File: src/rtl/ppi_pkg.sv
// ppi_pkg: shared states, status bit indices and direction constants for the Mode 1 handshake
package ppi_pkg;
  typedef enum logic [2:0] {IDLE, STROBED, FULL, PENDING, ACKED} state_t;
  localparam int ST_INTR = 3;
  localparam int ST_BUF = 2;
  localparam int ST_INTE = 1;
  localparam int ST_OVR = 0;
  localparam logic DIR_IN = 1'b1;
  localparam logic DIR_OUT = 1'b0;
endpackage

File: src/rtl/ppi_sync_edge.sv
// ppi_sync_edge: multi-stage synchronizer for an idle-high pin with registered rise/fall pulses
module ppi_sync_edge #(
  parameter int STAGES = 2
) (
  input  logic clk,
  input  logic rst,
  input  logic d,
  output logic rise,
  output logic fall
);
  logic [STAGES-1:0] sync;
  logic prev;
  always_ff @(posedge clk or posedge rst) begin
    if (rst) begin
      sync <= '1;
      prev <= 1'b1;
    end else begin
      sync <= {sync[STAGES-2:0], d};
      prev <= sync[STAGES-1];
    end
  end
  assign rise = ~prev & sync[STAGES-1];
  assign fall = prev & ~sync[STAGES-1];
endmodule

File: src/rtl/ppi_mode1_handshake.sv
// ppi_mode1_handshake: 8255 Mode 1 strobed I/O handshake for one port; PPI_HS_OVERRUN_EN drops captures while IBF=1 and flags ovr
module ppi_mode1_handshake
  import ppi_pkg::*;
#(
  parameter int WIDTH = 8,
  parameter int SYNC_STAGES = 2
) (
  input  logic             CLK,
  input  logic             RST,
  input  logic             dir,
  input  logic             bus_wr_stb,
  input  logic             bus_rd_stb,
  input  logic [WIDTH-1:0] bus_din,
  output logic [WIDTH-1:0] bus_dout,
  input  logic             inte_wr,
  input  logic             inte_val,
  input  logic             STB_n,
  input  logic             ACK_n,
  input  logic [WIDTH-1:0] port_in,
  output logic [WIDTH-1:0] port_out,
  output logic             port_oe,
  output logic             IBF,
  output logic             OBF_n,
  output logic             INTR,
  output logic [3:0]       status
);
`ifdef PPI_HS_OVERRUN_EN
  localparam bit OVR_EN = 1'b1;
`else
  localparam bit OVR_EN = 1'b0;
`endif
  state_t state;
  logic inte, ovr, stb_rise, stb_fall, ack_rise, ack_fall, dir_chg;
  ppi_sync_edge #(.STAGES(SYNC_STAGES)) u_stb (.clk(CLK), .rst(RST), .d(STB_n), .rise(stb_rise), .fall(stb_fall));
  ppi_sync_edge #(.STAGES(SYNC_STAGES)) u_ack (.clk(CLK), .rst(RST), .d(ACK_n), .rise(ack_rise), .fall(ack_fall));
  assign dir_chg = dir == port_oe;
  always_ff @(posedge CLK or posedge RST) begin
    if (RST) begin
      state <= IDLE;
      inte <= 1'b0;
      ovr <= 1'b0;
      port_oe <= 1'b0;
      IBF <= 1'b0;
      OBF_n <= 1'b1;
      INTR <= 1'b0;
      bus_dout <= '0;
      port_out <= '0;
    end else begin
      port_oe <= ~dir;
      if (inte_wr) inte <= inte_val;
      if (dir_chg) begin
        state <= IDLE;
        IBF <= 1'b0;
        OBF_n <= 1'b1;
        INTR <= 1'b0;
      end else if (dir == DIR_IN) begin
        if (bus_rd_stb) ovr <= 1'b0;
        if (stb_fall) begin
          if (IBF && !bus_rd_stb && OVR_EN) ovr <= 1'b1;
          else bus_dout <= port_in;
          if (bus_rd_stb) INTR <= 1'b0;
          IBF <= 1'b1;
          state <= STROBED;
        end else if (bus_rd_stb && (state == FULL || state == STROBED)) begin
          INTR <= 1'b0;
          IBF <= 1'b0;
          state <= IDLE;
        end else if (stb_rise && state == STROBED) begin
          INTR <= inte;
          state <= FULL;
        end
      end else begin
        if (bus_wr_stb) begin
          port_out <= bus_din;
          OBF_n <= 1'b0;
          INTR <= 1'b0;
          state <= PENDING;
        end else if (ack_fall && state == PENDING) begin
          OBF_n <= 1'b1;
          state <= ACKED;
        end else if (ack_rise && state == ACKED) begin
          INTR <= inte;
          state <= IDLE;
        end
      end
      if (inte_wr && !inte_val) INTR <= 1'b0;
    end
  end
  always_comb begin
    status = '0;
    status[ST_INTR] = INTR;
    status[ST_BUF] = IBF | ~OBF_n;
    status[ST_INTE] = inte;
    status[ST_OVR] = ovr;
  end
endmodule

File: config.mk
export PLATFORM = sky130hd
export DESIGN_NAME = ppi_mode1_handshake
export DESIGN_NICKNAME = d
export VERILOG_FILES = /design/src/rtl/ppi_pkg.sv /design/src/rtl/ppi_sync_edge.sv /design/src/rtl/ppi_mode1_handshake.sv
export SDC_FILE = /design/constraint.sdc
export NUM_CORES = 1
export LEC_CHECK = 0
export BUFFER_PORTS_ARGS = -buffer_cell sky130_fd_sc_hd__clkbuf_2
export CORE_MARGIN = 10
export CORE_UTILIZATION = 35
export CTS_BUF_LIST = sky130_fd_sc_hd__clkbuf_8
export CTS_CLUSTER_DIAMETER = 150
export DETAILED_ROUTE_END_ITERATION = 8
export GPL_ROUTABILITY_DRIVEN = 0
export PLACE_DENSITY = 0.71
export SLEW_MARGIN = 15
export SYNTH_ARGS = -nofsm -noshare
export SYNTH_HDL_FRONTEND = slang
export SYNTH_SLANG_ARGS = --single-unit
File: constraint.sdc
create_clock -name CLK -period 3.1 [get_ports CLK]
set_input_delay 0.465 -clock CLK [delete_from_list [all_inputs] [get_ports CLK]]
set_output_delay 0.465 -clock CLK [all_outputs]
set_load 0.02 [all_outputs]
# Word level (Yosys, flattened, before mapping)
# Index checks and enable logic that the tools add are counted.
totals:
  reg_bits: 30
  out_inout_bits: 24
  elab_cells: 78
classes:
  n_eq_ne: 10
  n_reduce_logical: 18
  muxes: 26
  bitwise_logic: 12
ops:
  columns: ["cell", "n"]
  rows:
  - ["3-bit 2-to-1 mux", 8]
  - ["1-bit 2-to-1 mux", 18]
  - ["5-bit nonzero test", 2]
  - ["1-bit inverter", 7]
  - ["3-bit by 2-bit == test with 1-bit output, second input constant", 2]
  - ["6-bit by 1-bit != test with 1-bit output, second input constant", 1]
  - ["2-bit AND reduction", 3]
  - ["3-bit AND reduction", 2]
  - ["3-bit nonzero test", 2]
  - ["1-bit logical AND", 5]
  - ["5-bit by 1-bit != test with 1-bit output, second input constant", 1]
  - ["5-bit by 3-bit != test with 1-bit output, second input constant", 1]
  - ["5-bit by 4-bit != test with 1-bit output, second input constant", 1]
  - ["1-bit bitwise AND", 4]
  - ["4-bit AND reduction", 1]
  - ["3-bit by 1-bit == test with 1-bit output, second input constant", 1]
  - ["3-bit == test, second input constant", 1]
  - ["2-bit by 1-bit != test with 1-bit output, second input constant", 1]
  - ["2-bit nonzero test", 1]
  - ["1-bit == test", 1]
  - ["1-bit zero test", 1]
  - ["1-bit logical OR", 1]
  - ["1-bit bitwise OR", 1]

# Longest topological paths before layout
logic_depth:
  depth_word: 9
  ltp_mapped: 6
  depth_no_buf: 6

# Modules after synthesis
# Synthesis repeated with hierarchy kept, for this count alone.
hier_totals:
  hier_cells: 97
  area_unflattened_um2: 1326.3
by_module_without_submodules:
  columns: ["module", "cells_per_inst", "area_each_um2", "n_inst", "seq_area_each_um2"]
  rows:
  - ["ppi_mode1_handshake", 85, 1131.1, 1, 601.8]
  - ["ppi_sync_edge", 6, 97.6, 2, 78.8]

# Worst setup path before layout
# No wires, ideal clock.
synth_timing:
  kind: "input to register"
  start: "input port dir"
  end: "register state[1]"
  t_required_ns: 2.975
  n_path_buf: 0
  stages: 6
  setup_time_ns: 0.125
  setup_slack_ns: 1.163
  arrival_time_ns: 1.812
  cell_sequence: "inv_1 ha_1 nand2b_1 a211o_1 o22ai_2 mux2_4"
synth_between:
  elab_chain_len: 3
synth_rtl:
  columns: ["item", "line", "source"]
  rows:
  - ["start: declaration", "ppi_mode1_handshake.sv:10", "input logic dir,"]
  - ["1-bit == test", "ppi_mode1_handshake.sv:36", "assign dir_chg = dir == port_oe;"]
  - ["5-bit by 1-bit != test with 1-bit output (no line) / 5-bit nonzero test (equally long branches)", null, null]
  - ["2-bit AND reduction (no line)", null, null]
  - ["end signal: assignment", "ppi_mode1_handshake.sv:39", "state <= IDLE;"]
  - ["end signal: assignment", "ppi_mode1_handshake.sv:52", "state <= IDLE;"]
  - ["end signal: assignment", "ppi_mode1_handshake.sv:63", "state <= STROBED;"]
  - ["end: declaration", "ppi_mode1_handshake.sv:32", "state_t state;"]
# Several ways; a longest one is shown, not always the timed one.
# A chain may end at the register's enable or synchronous reset.

# Final worst setup path
layout_timing:
  start: "input port dir"
  end: "register port_out[0]"
layout_between:
  elab_chain_len: 3
layout_rtl:
  columns: ["item", "line", "source"]
  rows:
  - ["1-bit == test", "ppi_mode1_handshake.sv:36", null]
  - ["1-bit inverter (no line)", null, null]
  - ["3-bit AND reduction (no line) (*)", null, null]
  - ["end signal: assignment", "ppi_mode1_handshake.sv:74", "port_out <= bus_din;"]
  - ["end: declaration", "ppi_mode1_handshake.sv:20", "output logic [WIDTH-1:0] port_out,"]
# Every way passes the cells marked *; elsewhere a longest branch is shown, timed or not.

==> flow_metrics.env <==
export IMPL_cts_buffer_depth=2
export IMPL_drive_gt1_frac=0.5667
export IMPL_h_tree_depth=2
export IMPL_io_pins=49
export IMPL_worst_pin_slew_ps=701.4
export IMPL_core_area_mm2=0.003633
export IMPL_port_buffers=47
export IMPL_ys_types=29
export IMPL_synth_top_family_by_area="multiplexers"
export IMPL_rsz0062_at_grt="false"
export IMPL_crit_type="input port to flop"
export IMPL_p_seq_frac=0.464
export IMPL_worstPathRequired_ps=3250
export IMPL_areaGrowthSynthToFinish_pct=27.88
export IMPL_r2r_end="port_out[0]$_DFFE_PP0P_"
export IMPL_post_cts_resized=0
export IMPL_grt_pass1_wl_mm=4.498
export IMPL_synth_compound_area_frac=0.07788
export IMPL_clock_sinks=30
export IMPL_postCtsSetupRepairBufs=0
export IMPL_dr_pass1_iters=4
export IMPL_fin_worst_skew_ps=6.469
export IMPL_critPathBufInv=2
export IMPL_r2r_setup_slack_ps=1170
export IMPL_p_sw_frac=0.3053
export IMPL_path_max_fanout=9
export IMPL_grt_max_degree=31
export IMPL_cts_hold_buf=0
export IMPL_pwr_share_clk=0.289
export IMPL_period_minus_slack_ps=2003
export IMPL_hold_path_class="input port to asynchronous set/reset pin"
export IMPL_grt_overflow=0
export IMPL_slew_viol_final=0
export IMPL_die_area_mm2=0.006557
export IMPL_crit_arrival_ps=2150
export IMPL_die_y_um=80.98
export IMPL_ys_warn_count=0
export IMPL_ys_ff_latch=30
export IMPL_max_freq_mhz=499.4
export IMPL_syn_area_mm2=0.001301
export IMPL_cts_buffers=5
export IMPL_hold_viol_final=0
export IMPL_grt_usage=0.08990
export IMPL_reg2reg_from="port_oe$_DFF_PP0_"
export IMPL_rows=22
export IMPL_power_density_mw_per_mm2=643.8
export IMPL_drc=0
export IMPL_drtIter0Drc=69
export IMPL_ant_nets=0
export IMPL_cellInternalPower_uw=744.4
export IMPL_end_kind="flop"
export IMPL_insertion_delay_ps=270
export IMPL_yosys_area_share_simple=0.1115
export IMPL_yosysSeqAreaShare=0.5837
export IMPL_vias=923
export IMPL_peakVddDrop_mv=0.3188
export IMPL_routed_wl_mm=2.867
export IMPL_cts_root_buf="clkbuf_8"
export IMPL_critPathMaxStageDelay_ps=620
export IMPL_synth_xor_area_frac=0.006731
export IMPL_cts_tree="yes"
export IMPL_clk_pin_slew_ps=60
export IMPL_synthMuxAreaShare=0.1663
export IMPL_dpl_hpwl_mm=2.319
export IMPL_grt_pass1_vias=956
export IMPL_total_power_mw=1.071
export IMPL_crit_path_start_kind="input port"
export IMPL_viasPerCell=4.662
export IMPL_switchingPower_uw=327.1
export IMPL_slowest_stage="nor3_2"
export IMPL_syn_avg_cell_area_um2=13.28
export IMPL_combPwrFrac=0.247
export IMPL_syn_nets=125
export IMPL_yosys_area_share_adder=0.01923
export IMPL_final_setup_viol_count=0
export IMPL_cp_cell_sequence="clkbuf_2 -> inv_1 -> ha_1 -> nor3_2 -> mux2_2"
export IMPL_finalNetCount=176
export IMPL_insertedDiodeCount=0
export IMPL_reg2reg_depth=3
export IMPL_slew_headroom=0.5299
export IMPL_drv_cap=0
export IMPL_fin_tns_setup_ps=0
export IMPL_p_leak_nw=0.8092
export IMPL_antenna_found_initial=0
export IMPL_cp_top_family="simple AND/OR/NAND/NOR gates"
export IMPL_wire_per_inst_um=14.48
export IMPL_period_share=0.6460
export IMPL_die_w_um=80.98
export IMPL_synthCells=98
export IMPL_start_util=0.3581
export IMPL_status="completed"
## cell families after synthesis
group / count (synthesis)
flip-flops: 30
AND/OR/NAND/NOR: 23
multiplexers: 19
AO/OA/AOI/OAI: 14
buffers and inverters: 8
adder cells (fa/ha/maj): 2
other: 1
XOR/XNOR: 1
## metrics by stage
step | hold slack (ps) | cells | setup WS, ps | util | cell area [um2]
final | 245.0 | 198 | 1097 | 0.4580 | 1664
after CTS | 257.6 | 198 | 1084 | 0.4580 | 1664
after floorplan | 345.2 | 98 | 1163 | - | 1301
after detailed placement | 350.9 | 190 | 793.6 | 0.4332 | 1574
after global placement | 347.5 | 190 | 864.3 | 0.4332 | 1574
after global routing | 251.7 | 198 | 1008 | 0.4580 | 1664
## cells in the mapped netlist
master      n  area share
conb_1      1      0.0029
nor3b_1     1      0.0058
nor3_1      2      0.0077
dfstp_2     7        0.14
dfrtp_1    23        0.44
nor2b_1     4       0.019
nand2_1     4       0.012
a21oi_1     3       0.012
nor3_2      1      0.0077
ha_1        2       0.019
o211ai_1    1      0.0058
mux2i_1     1      0.0077
o22ai_1     1      0.0048
a211o_1     1      0.0067
nor2_1      2      0.0058
a211oi_1    1      0.0058
nand2b_1    6       0.029
mux2_4      1       0.012
a22o_2      2       0.015
or3_1       1      0.0048
xor2_1      1      0.0067
nand4bb_1   1      0.0087
nor4b_2     1       0.012
inv_1       5       0.014
buf_4       3       0.017
o21ai_0     3       0.012
o21ai_2     1      0.0067
mux2_2     17        0.15
o22ai_2     1      0.0096
## worst max path at each step
stage          from                      end  slack (ps)  cells after the start
4_1_cts         dir  port_out[0]$_DFFE_PP0P_        1080                      5
5_1_grt         dir  port_out[0]$_DFFE_PP0P_        1010                      5
2_1_floorplan   dir     state[1]$_DFFE_PP0P_        1160                      6
6_report        dir  port_out[0]$_DFFE_PP0P_        1100                      5
3_5_place_dp    dir  port_out[0]$_DFFE_PP0P_         790                      5
3_3_place_gp    dir  port_out[4]$_DFFE_PP0P_         860                      5
## power by group through the flow
stage	combinational, mW	sequential (mW)	clock [mW]
after floorplan	0.108	0.566	0
after global placement	0.266	0.499	0
after detailed placement	0.270	0.505	0
after CTS	0.270	0.498	0.322
after global routing	0.287	0.505	0.343
final	0.264	0.497	0.310
## registers in the layout, summed over array words and instances, names as in the netlist
name	count
INTR	1
port_out	8
port_oe	1
inte	1
OBF_n	1
u_stb.sync	2
u_ack.prev	1
state	3
IBF	1
bus_dout	8
u_ack.sync	2
u_stb.prev	1
## per-layer routing
layer | routed length (um) | vias to the layer above | global-route usage
met5 | 0 | - | 0
met2 | 1516 | 25 | 0.1553
li1 | - | 443 | -
met1 | 1035 | 450 | 0.08530
met4 | 57 | 0 | 0.04671
met3 | 259 | 5 | 0.04746
## final cells by class
cell class | count | area (um2)
fillers | 364 | 1969
multi-input cells | 60 | 500.5
inverters | 5 | 18.77
well taps | 48 | 60.06
clock inverters | 2 | 7.507
flip-flops and latches | 30 | 759.5
repair buffers | 47 | 235.2
clock buffers | 6 | 82.58
## placed cells by master, fill, tap and decap left out, types with 2 or more instances in the layout
cell / instances
a21oi_1: 3
a22o_2: 2
clkbuf_2: 47
clkbuf_8: 6
dfrtp_1: 23
dfstp_2: 7
ha_1: 2
inv_1: 6
mux2_2: 17
nand2_1: 4
nand2b_1: 6
nor2_1: 2
nor2b_1: 4
nor3_1: 2
o21ai_0: 3
No activity file was read; power rests on OpenSTA's default activity.
